`config.mk`:
```
export PLATFORM = sky130hd
export DESIGN_NAME = fpu_host_if_flat
export DESIGN_NICKNAME = d
export VERILOG_FILES = /design/src/rtl/fpu_host_if_if.sv /design/src/rtl/fpu_host_if.sv /design/src/flat_wrapper.sv
export SDC_FILE = /design/constraint.sdc
export NUM_CORES = 1
export LEC_CHECK = 0
export BUFFER_PORTS_ARGS = -buffer_cell sky130_fd_sc_hd__clkbuf_2
export CORE_MARGIN = 2
export CORE_UTILIZATION = 45
export CTS_BUF_LIST = sky130_fd_sc_hd__clkbuf_2
export DETAILED_ROUTE_END_ITERATION = 6
export GPL_TIMING_DRIVEN = 0
export PLACE_DENSITY = 0.82
export SYNTH_ARGS = -nofsm -noshare
export SYNTH_HDL_FRONTEND = slang
export SYNTH_SLANG_ARGS = --single-unit
```
`constraint.sdc`:
```
create_clock -name clk -period 2.65 [get_ports clk]
set_input_delay 0.265 -clock clk [delete_from_list [all_inputs] [get_ports clk]]
set_output_delay 0.265 -clock clk [all_outputs]
set_load 0.05 [all_outputs]
```
`src/rtl/fpu_host_if_if.sv`:
```
// Host register bus between the CPU side and the FPU host interface block.
//   databus_in  : host write data (host -> block)
//   databus_out : registered host read data (block -> host)
//   addr        : register address
//   cs, rd, wr  : chip select / read / write strobes, active-low
//   end_ack     : host acknowledge of cmd_end, active-high
//   cmd_end     : command finished / irq, active-high
//   busy        : core running
interface fpu_host_if_if;
    logic [7:0] databus_in;
    logic [7:0] databus_out;
    logic [3:0] addr;
    logic       cs;
    logic       rd;
    logic       wr;
    logic       end_ack;
    logic       cmd_end;
    logic       busy;

    modport master (
        output databus_in, addr, cs, rd, wr, end_ack,
        input  databus_out, cmd_end, busy
    );

    modport slave (
        input  databus_in, addr, cs, rd, wr, end_ack,
        output databus_out, cmd_end, busy
    );
endinterface

```
`src/rtl/fpu_host_if.sv`:
```
// Host-side register responder for the FPU. Holds operands, opcode, result
// and status, launches the arithmetic core with a one-cycle start pulse and
// reports completion on cmd_end until the host acknowledges it.
//   clk         : system clock, rising edge
//   arst        : synchronous active-high reset
//   host        : host register bus (slave side)
//   core_a/b    : operand registers
//   core_op     : opcode register
//   core_start  : one-cycle start pulse to the core
//   core_result : core result, valid with core_done
//   core_done   : one-cycle completion pulse from the core
//
// state | meaning
// IDLE  | waiting for a start command, operand writes accepted
// RUN   | core running, watchdog counting
// DONE  | result ready, cmd_end held until end_ack
module fpu_host_if #(
    parameter int OP_W    = 4,
    parameter int TIMEOUT = 1024
) (
    input  logic            clk,
    input  logic            arst,
    fpu_host_if_if.slave    host,
    output logic [31:0]     core_a,
    output logic [31:0]     core_b,
    output logic [OP_W-1:0] core_op,
    output logic            core_start,
    input  logic [31:0]     core_result,
    input  logic            core_done
);
    localparam int               CNT_W    = (TIMEOUT > 2) ? $clog2(TIMEOUT) : 1;
    localparam logic [CNT_W-1:0] CNT_LAST = CNT_W'(TIMEOUT - 1);
    localparam logic [31:0]      QNAN     = 32'h7FC0_0000;

    typedef enum logic [1:0] {IDLE, RUN, DONE} state_t;

    state_t           state;
    logic             wr_q;
    logic [31:0]      a_q;
    logic [31:0]      b_q;
    logic [31:0]      res_q;
    logic [OP_W-1:0]  op_q;
    logic             err_q;
    logic [CNT_W-1:0] cnt_q;
    logic [7:0]       dout_q;
    logic             cmd_end_q;
    logic             busy_q;
    logic             start_q;

    logic             wr_commit;
    logic             start_commit;
    logic             reading;
    logic [7:0]       rd_data;

    // One commit per strobe: only the cycle where wr has just fallen.
    assign wr_commit    = !host.cs && !host.wr && wr_q;
    assign start_commit = wr_commit && (host.addr == 4'd9);
    assign reading      = !host.cs && !host.rd;

    always_comb begin
        rd_data = 8'h00;
        case (host.addr)
            4'd0, 4'd1, 4'd2, 4'd3: rd_data = a_q[{host.addr[1:0], 3'b000} +: 8];
            4'd4, 4'd5, 4'd6, 4'd7: rd_data = b_q[{host.addr[1:0], 3'b000} +: 8];
            4'd8:  rd_data = {5'b0, err_q, cmd_end_q, busy_q};
            4'd9:  rd_data = res_q[7:0];
            4'd10: rd_data = res_q[15:8];
            4'd11: rd_data = res_q[23:16];
            4'd12: rd_data = res_q[31:24];
            default: rd_data = 8'h00;
        endcase
    end

    always_ff @(posedge clk) begin
        if (arst) begin
            state     <= IDLE;
            wr_q      <= 1'b1;
            a_q       <= '0;
            b_q       <= '0;
            op_q      <= '0;
            res_q     <= '0;
            err_q     <= 1'b0;
            cnt_q     <= '0;
            dout_q    <= 8'h00;
            cmd_end_q <= 1'b0;
            busy_q    <= 1'b0;
            start_q   <= 1'b0;
        end else begin
            wr_q    <= host.wr;
            dout_q  <= reading ? rd_data : 8'h00;
            start_q <= 1'b0;
            case (state)
                IDLE: begin
                    if (wr_commit) begin
                        case (host.addr)
                            4'd0, 4'd1, 4'd2, 4'd3:
                                a_q[{host.addr[1:0], 3'b000} +: 8] <= host.databus_in;
                            4'd4, 4'd5, 4'd6, 4'd7:
                                b_q[{host.addr[1:0], 3'b000} +: 8] <= host.databus_in;
                            4'd8:    op_q <= host.databus_in[OP_W-1:0];
                            default: ;
                        endcase
                    end
                    if (start_commit) begin
                        start_q <= 1'b1;
                        busy_q  <= 1'b1;
                        cnt_q   <= '0;
                        err_q   <= 1'b0;
                        state   <= RUN;
                    end
                end
                RUN: begin
                    // A completion on the watchdog's last cycle still counts as success.
                    if (core_done) begin
                        res_q     <= core_result;
                        err_q     <= 1'b0;
                        busy_q    <= 1'b0;
                        cmd_end_q <= 1'b1;
                        state     <= DONE;
                    end else if (cnt_q == CNT_LAST) begin
                        res_q     <= QNAN;
                        err_q     <= 1'b1;
                        busy_q    <= 1'b0;
                        cmd_end_q <= 1'b1;
                        state     <= DONE;
                    end else begin
                        cnt_q <= cnt_q + 1'b1;
                    end
                end
                DONE: begin
                    if (host.end_ack) begin
                        cmd_end_q <= 1'b0;
                        state     <= IDLE;
                    end
                end
                default: state <= IDLE;
            endcase
        end
    end

    assign host.databus_out = dout_q;
    assign host.cmd_end     = cmd_end_q;
    assign host.busy        = busy_q;
    assign core_a           = a_q;
    assign core_b           = b_q;
    assign core_op          = op_q;
    assign core_start       = start_q;
endmodule

```
`src/flat_wrapper.sv`:
```
// flat-port wrapper written by rule: the top's interface ports become plain ports
module fpu_host_if_flat 
#(
    parameter int OP_W    = 4,
    parameter int TIMEOUT = 1024
)
  (clk, arst, core_a, core_b, core_op, core_start, core_result, core_done, host_databus_in, host_addr, host_cs, host_rd, host_wr, host_end_ack, host_databus_out, host_cmd_end, host_busy);
  fpu_host_if_if host_i ();
  input  logic clk;
  input  logic arst;
  output logic [31:0] core_a;
  output logic [31:0] core_b;
  output logic [OP_W-1:0] core_op;
  output logic core_start;
  input  logic [31:0] core_result;
  input  logic core_done;
  input wire logic [$bits(host_i.databus_in)-1:0] host_databus_in;
  input wire logic [$bits(host_i.addr)-1:0] host_addr;
  input wire logic [$bits(host_i.cs)-1:0] host_cs;
  input wire logic [$bits(host_i.rd)-1:0] host_rd;
  input wire logic [$bits(host_i.wr)-1:0] host_wr;
  input wire logic [$bits(host_i.end_ack)-1:0] host_end_ack;
  output wire logic [$bits(host_i.databus_out)-1:0] host_databus_out;
  output wire logic [$bits(host_i.cmd_end)-1:0] host_cmd_end;
  output wire logic [$bits(host_i.busy)-1:0] host_busy;
  assign host_i.databus_in = host_databus_in;
  assign host_i.addr = host_addr;
  assign host_i.cs = host_cs;
  assign host_i.rd = host_rd;
  assign host_i.wr = host_wr;
  assign host_i.end_ack = host_end_ack;
  assign host_databus_out = host_i.databus_out;
  assign host_cmd_end = host_i.cmd_end;
  assign host_busy = host_i.busy;
  fpu_host_if #(.OP_W(OP_W), .TIMEOUT(TIMEOUT)) u_core (.clk(clk), .arst(arst), .host(host_i), .core_a(core_a), .core_b(core_b), .core_op(core_op), .core_start(core_start), .core_result(core_result), .core_done(core_done));
endmodule
```
==> metrics list <==
* Outcome: finished with violations
- The final reports fail on design-rule violations.
- The clock reaches the later pin of the worst-skew pair after 0.74 ns.
- After layout, the worst setup slack is 0.2391 ns.
- Maximum fanout count along the critical path: 10
- H-tree depth reported by CTS: 4
- Gr busiest metal: met2
* Net count after synthesis: ~720
- Setup violations remaining at the end of the flow were counted as 0.
- The worst setup path is launched from an input pin.
* Clock transition at the registers of the reported paths: between 0.2 and 0.25 ns
- For the final database, setup skew stands at 0.03128 ns.
- Across all register-to-register paths, the minimum setup slack is 0.41 ns.
* Hold Path Class: input pin to flop
- Top library cells by usage in the layout, fill and taps aside: 143 x sky130_fd_sc_hd__clkbuf_2, 125 x sky130_fd_sc_hd__dfxtp_1, 89 x sky130_fd_sc_hd__a21oi_1, 58 x sky130_fd_sc_hd__o21ai_0, 52 x sky130_fd_sc_hd__nand4_1
* Floorplan die area: ~14000 um2
- Drt first-iter violations: roughly 860
- 130 I/O pins were placed.
- The clock network burns ~34% of the power.
- First-pass GRT wire length: 32.24 mm
- Global routing consumed, over all layers together, roughly 30% of the routing resources.
- The cell area that synthesis handed to floorplanning was 5809 um2.
- Proportion of power drawn by flip-flops and latches: 55.0%
- In this run, distinct cell masters in the synthesized netlist total between 50 and 60.
* Number of vias in the routed layout: 6336
- Num rows: 41
- Clock tree from TritonCTS: yes
* Post-DRT Antenna Nets: 0
- Final min period: 2.411 ns
* Bufs on Longest Clock Path: 2
* Routability-driven placement congestion ratio: 0.9490
* Static Leak: 2.776 nW
- Using the TritonRoute via totals, the vias-per-cell ratio works out to 6.128.
- In the synthesized netlist the async set-or-reset flop fraction comes to 0%.
* Depth of the worst register-to-register path: 6
* Met1 track utilization from global routing: 36.93%
- Residual overflow from global routing: 0
* Cell at the root of the clock tree: sky130_fd_sc_hd__clkbuf_2
* Clock sink count: 125
- Wire length after detailed routing: about 20 mm
* Design Power: 3.439 mW
- The number of pins with negative max-slew slack in the final report is 0.
* Area of the placeable core: 12620 um2
- Die outline height: ~120 um
- The initial utilization of the core area, before any placement, comes to 46.03%.
* Part of the cycle the worst path needs: about 91%
- The worst register-to-register path begins at u_core.state[0].
* Total negative slack for setup checks: 0 ns
* Sw Pwr: approximately 1 mW
- Counting the buffers created by CTS gives 17.
- Area added between synthesis and finish: 26.28%
* Die outline width: between 100 and 150 um
* I/O Buffers: ~120
- The worst setup path is of the input pin to flop kind.
* Max-Cap Viols: 0
- Unrepaired setup endpoints after global routing: false
- Entering global routing, the biggest net connects 17 pins.
- For the pin with the worst max-slew slack, the measured transition is about 0.98 ns.
- Setup slack at placement: -0.6214 ns
- Sequential cells were found to cover between 40% and 50% of the synthesized design area.
* Antenna violations before repair: 1
* Worst hold slack across all endpoints: 0.07194 ns
- Detailed Place HPWL: roughly 14 mm
- Before antenna repair, the detailed router went through 7 iterations.
* Post-synthesis instance total: 660
* Top FF cell, synth: sky130_fd_sc_hd__dfxtp_1
* Warnings from Yosys: 0
* Headroom to the max-slew limit: approximately 34%
* Met2 GRT Util: between 40% and 50%
- Dividing the detail-routed wire length by the instance count gives 19.69 um.
- Post-synthesis area per instance: 8.802 um2
- Worst EP arrival: 3.04 ns
* Count of unresolved DRC violations after routing: 11
- Endpoint type of the worst setup path: flop
* Number of enable-type register cells in the synthesized netlist: 0
* Post-CTS setup repair buffer count: 0
- The worst-case IR drop observed on VDD is 0.0002209 V.
- Startpoint of the lowest-slack hold path: host_addr[0]
* Achievable Freq: between 400 and 500 MHz
* Int Pwr: roughly 2.4 mW
- Required time at the endpoint of the critical path: 3.28 ns
* Total power divided by cell area: 468.8 nW/um2
* Final Hold Violating Endpoints: 0
- Combinational cells account for 11.0% of the total power.
* Met3 Track Usage GR: under 10%
- Cells with a size suffix above 1 make up between 20% and 30% of the layout.
* Switching fraction of total power: 28.88%
- Origin of the worst setup path: host_addr[1]
* Most frequent standard cell in the layout excluding fill and tap cells: sky130_fd_sc_hd__clkbuf_2
- The synthesized design contains 125 register bits.
- # nets final: 906
- Worst hold stages: 3
- The critical path ends at u_core.host.databus_out[0].
- The number of global-route vias before repair was 6094.
- The endpoint identified for the worst register-to-register timing path is u_core.core_a[31].
## timing repair
item	4_1_cts	5_1_grt
gates resized for setup	0	5
endpoints found under the hold margin	88	0
setup endpoints to repair	0	11
hold buffers	46	0
## metrics by stage
step | std cells | util [%] | cell area [um2]
final | 1034 | 58.13 | 7336
after global routing | 1034 | 58.13 | 7336
after CTS | 1033 | 58.02 | 7322
after detailed placement | 955 | 52.63 | 6641
after global placement | 955 | 52.63 | 6641
after floorplan | 660 | - | 5811
## state kept, by name (all words and copies together) (netlist names), 2 cells and up
signal	count
u_core.res_q	32
u_core.core_op	4
u_core.state	2
u_core.core_b	32
u_core.host.databus_out	8
u_core.cnt_q	10
u_core.core_a	32
## cells in the mapped netlist (10+ instances only)
cell type                  number  area share (%)
sky130_fd_sc_hd__nand3_1       21             1.8
sky130_fd_sc_hd__buf_2         11            0.95
sky130_fd_sc_hd__mux2i_1       27             4.7
sky130_fd_sc_hd__inv_1         10            0.65
sky130_fd_sc_hd__o21ai_0       58             5.0
sky130_fd_sc_hd__clkbuf_1      43             2.8
sky130_fd_sc_hd__a21oi_1       89             7.7
sky130_fd_sc_hd__nand4_1       52             5.6
sky130_fd_sc_hd__o21ai_1       27             2.3
sky130_fd_sc_hd__and2_1        10             1.1
sky130_fd_sc_hd__nand2_1       40             2.6
sky130_fd_sc_hd__nor2_1        18             1.2
sky130_fd_sc_hd__dfxtp_1      125              43
## worst min-delay path by stage
stage,endpoint,slack [ns]
finish,u_core.host.databus_out[0],0.07
global route,u_core.host.databus_out[0],0.10
CTS,u_core.host.databus_out[0],0.04
detailed placement,u_core.res_q[11],0.47
global placement,u_core.res_q[11],0.46
floorplan,u_core.wr_q,0.37
## metal layers
| metal | wire length (um) | vias to the layer above |
|---|---|---|
| met4 | 1202 | 0 |
| li1 | - | 2877 |
| met3 | 2155 | 111 |
| met2 | 9120 | 446 |
| met1 | 7877 | 2902 |
| met5 | 0 | - |
## power groups by stage
stage / sequential, mW / combinational (mW) / clock, mW
CTS: 1.89 / 0.362 / 1.16
detailed placement: 1.93 / 0.307 / 0
finish: 1.89 / 0.379 / 1.17
global route: 1.89 / 0.402 / 1.24
global placement: 1.93 / 0.304 / 0
floorplan: 1.94 / 0.175 / 0
## logic make-up after synthesis
| kind of cell | share of synthesized area (%) |
|---|---|
| AO/OA/AOI/OAI | 23.22 |
| AND/OR/NAND/NOR | 19.04 |
| flip-flops | 43.08 |
| buffers and inverters | 5.406 |
| multiplexers | 7.754 |
| adder cells (fa/ha/maj) | 1.508 |
## critical path: stages
cell and delay (ns):
sky130_fd_sc_hd__clkbuf_2 0.13, sky130_fd_sc_hd__clkbuf_4 0.28, sky130_fd_sc_hd__clkbuf_4 0.30, sky130_fd_sc_hd__inv_1 0.15, sky130_fd_sc_hd__ha_1 0.20, sky130_fd_sc_hd__buf_2 0.18, sky130_fd_sc_hd__or4_1 0.52, sky130_fd_sc_hd__buf_2 0.20
sky130_fd_sc_hd__and3_1 0.18, sky130_fd_sc_hd__a2111oi_0 0.44, sky130_fd_sc_hd__o32ai_1 0.18
## area by class of cell
cell class,count,area (um2)
clock buffer,19,95.09
antenna,1,2.502
multi-input combinational,463,2998
inverter,10,37.54
tap,172,215.2
buffer,62,284.0
sequential,125,2502
timing repair buffer,169,1076
clock inverter,13,125.1
fill,1107,5284
No activity file was read; power rests on OpenSTA's default activity.
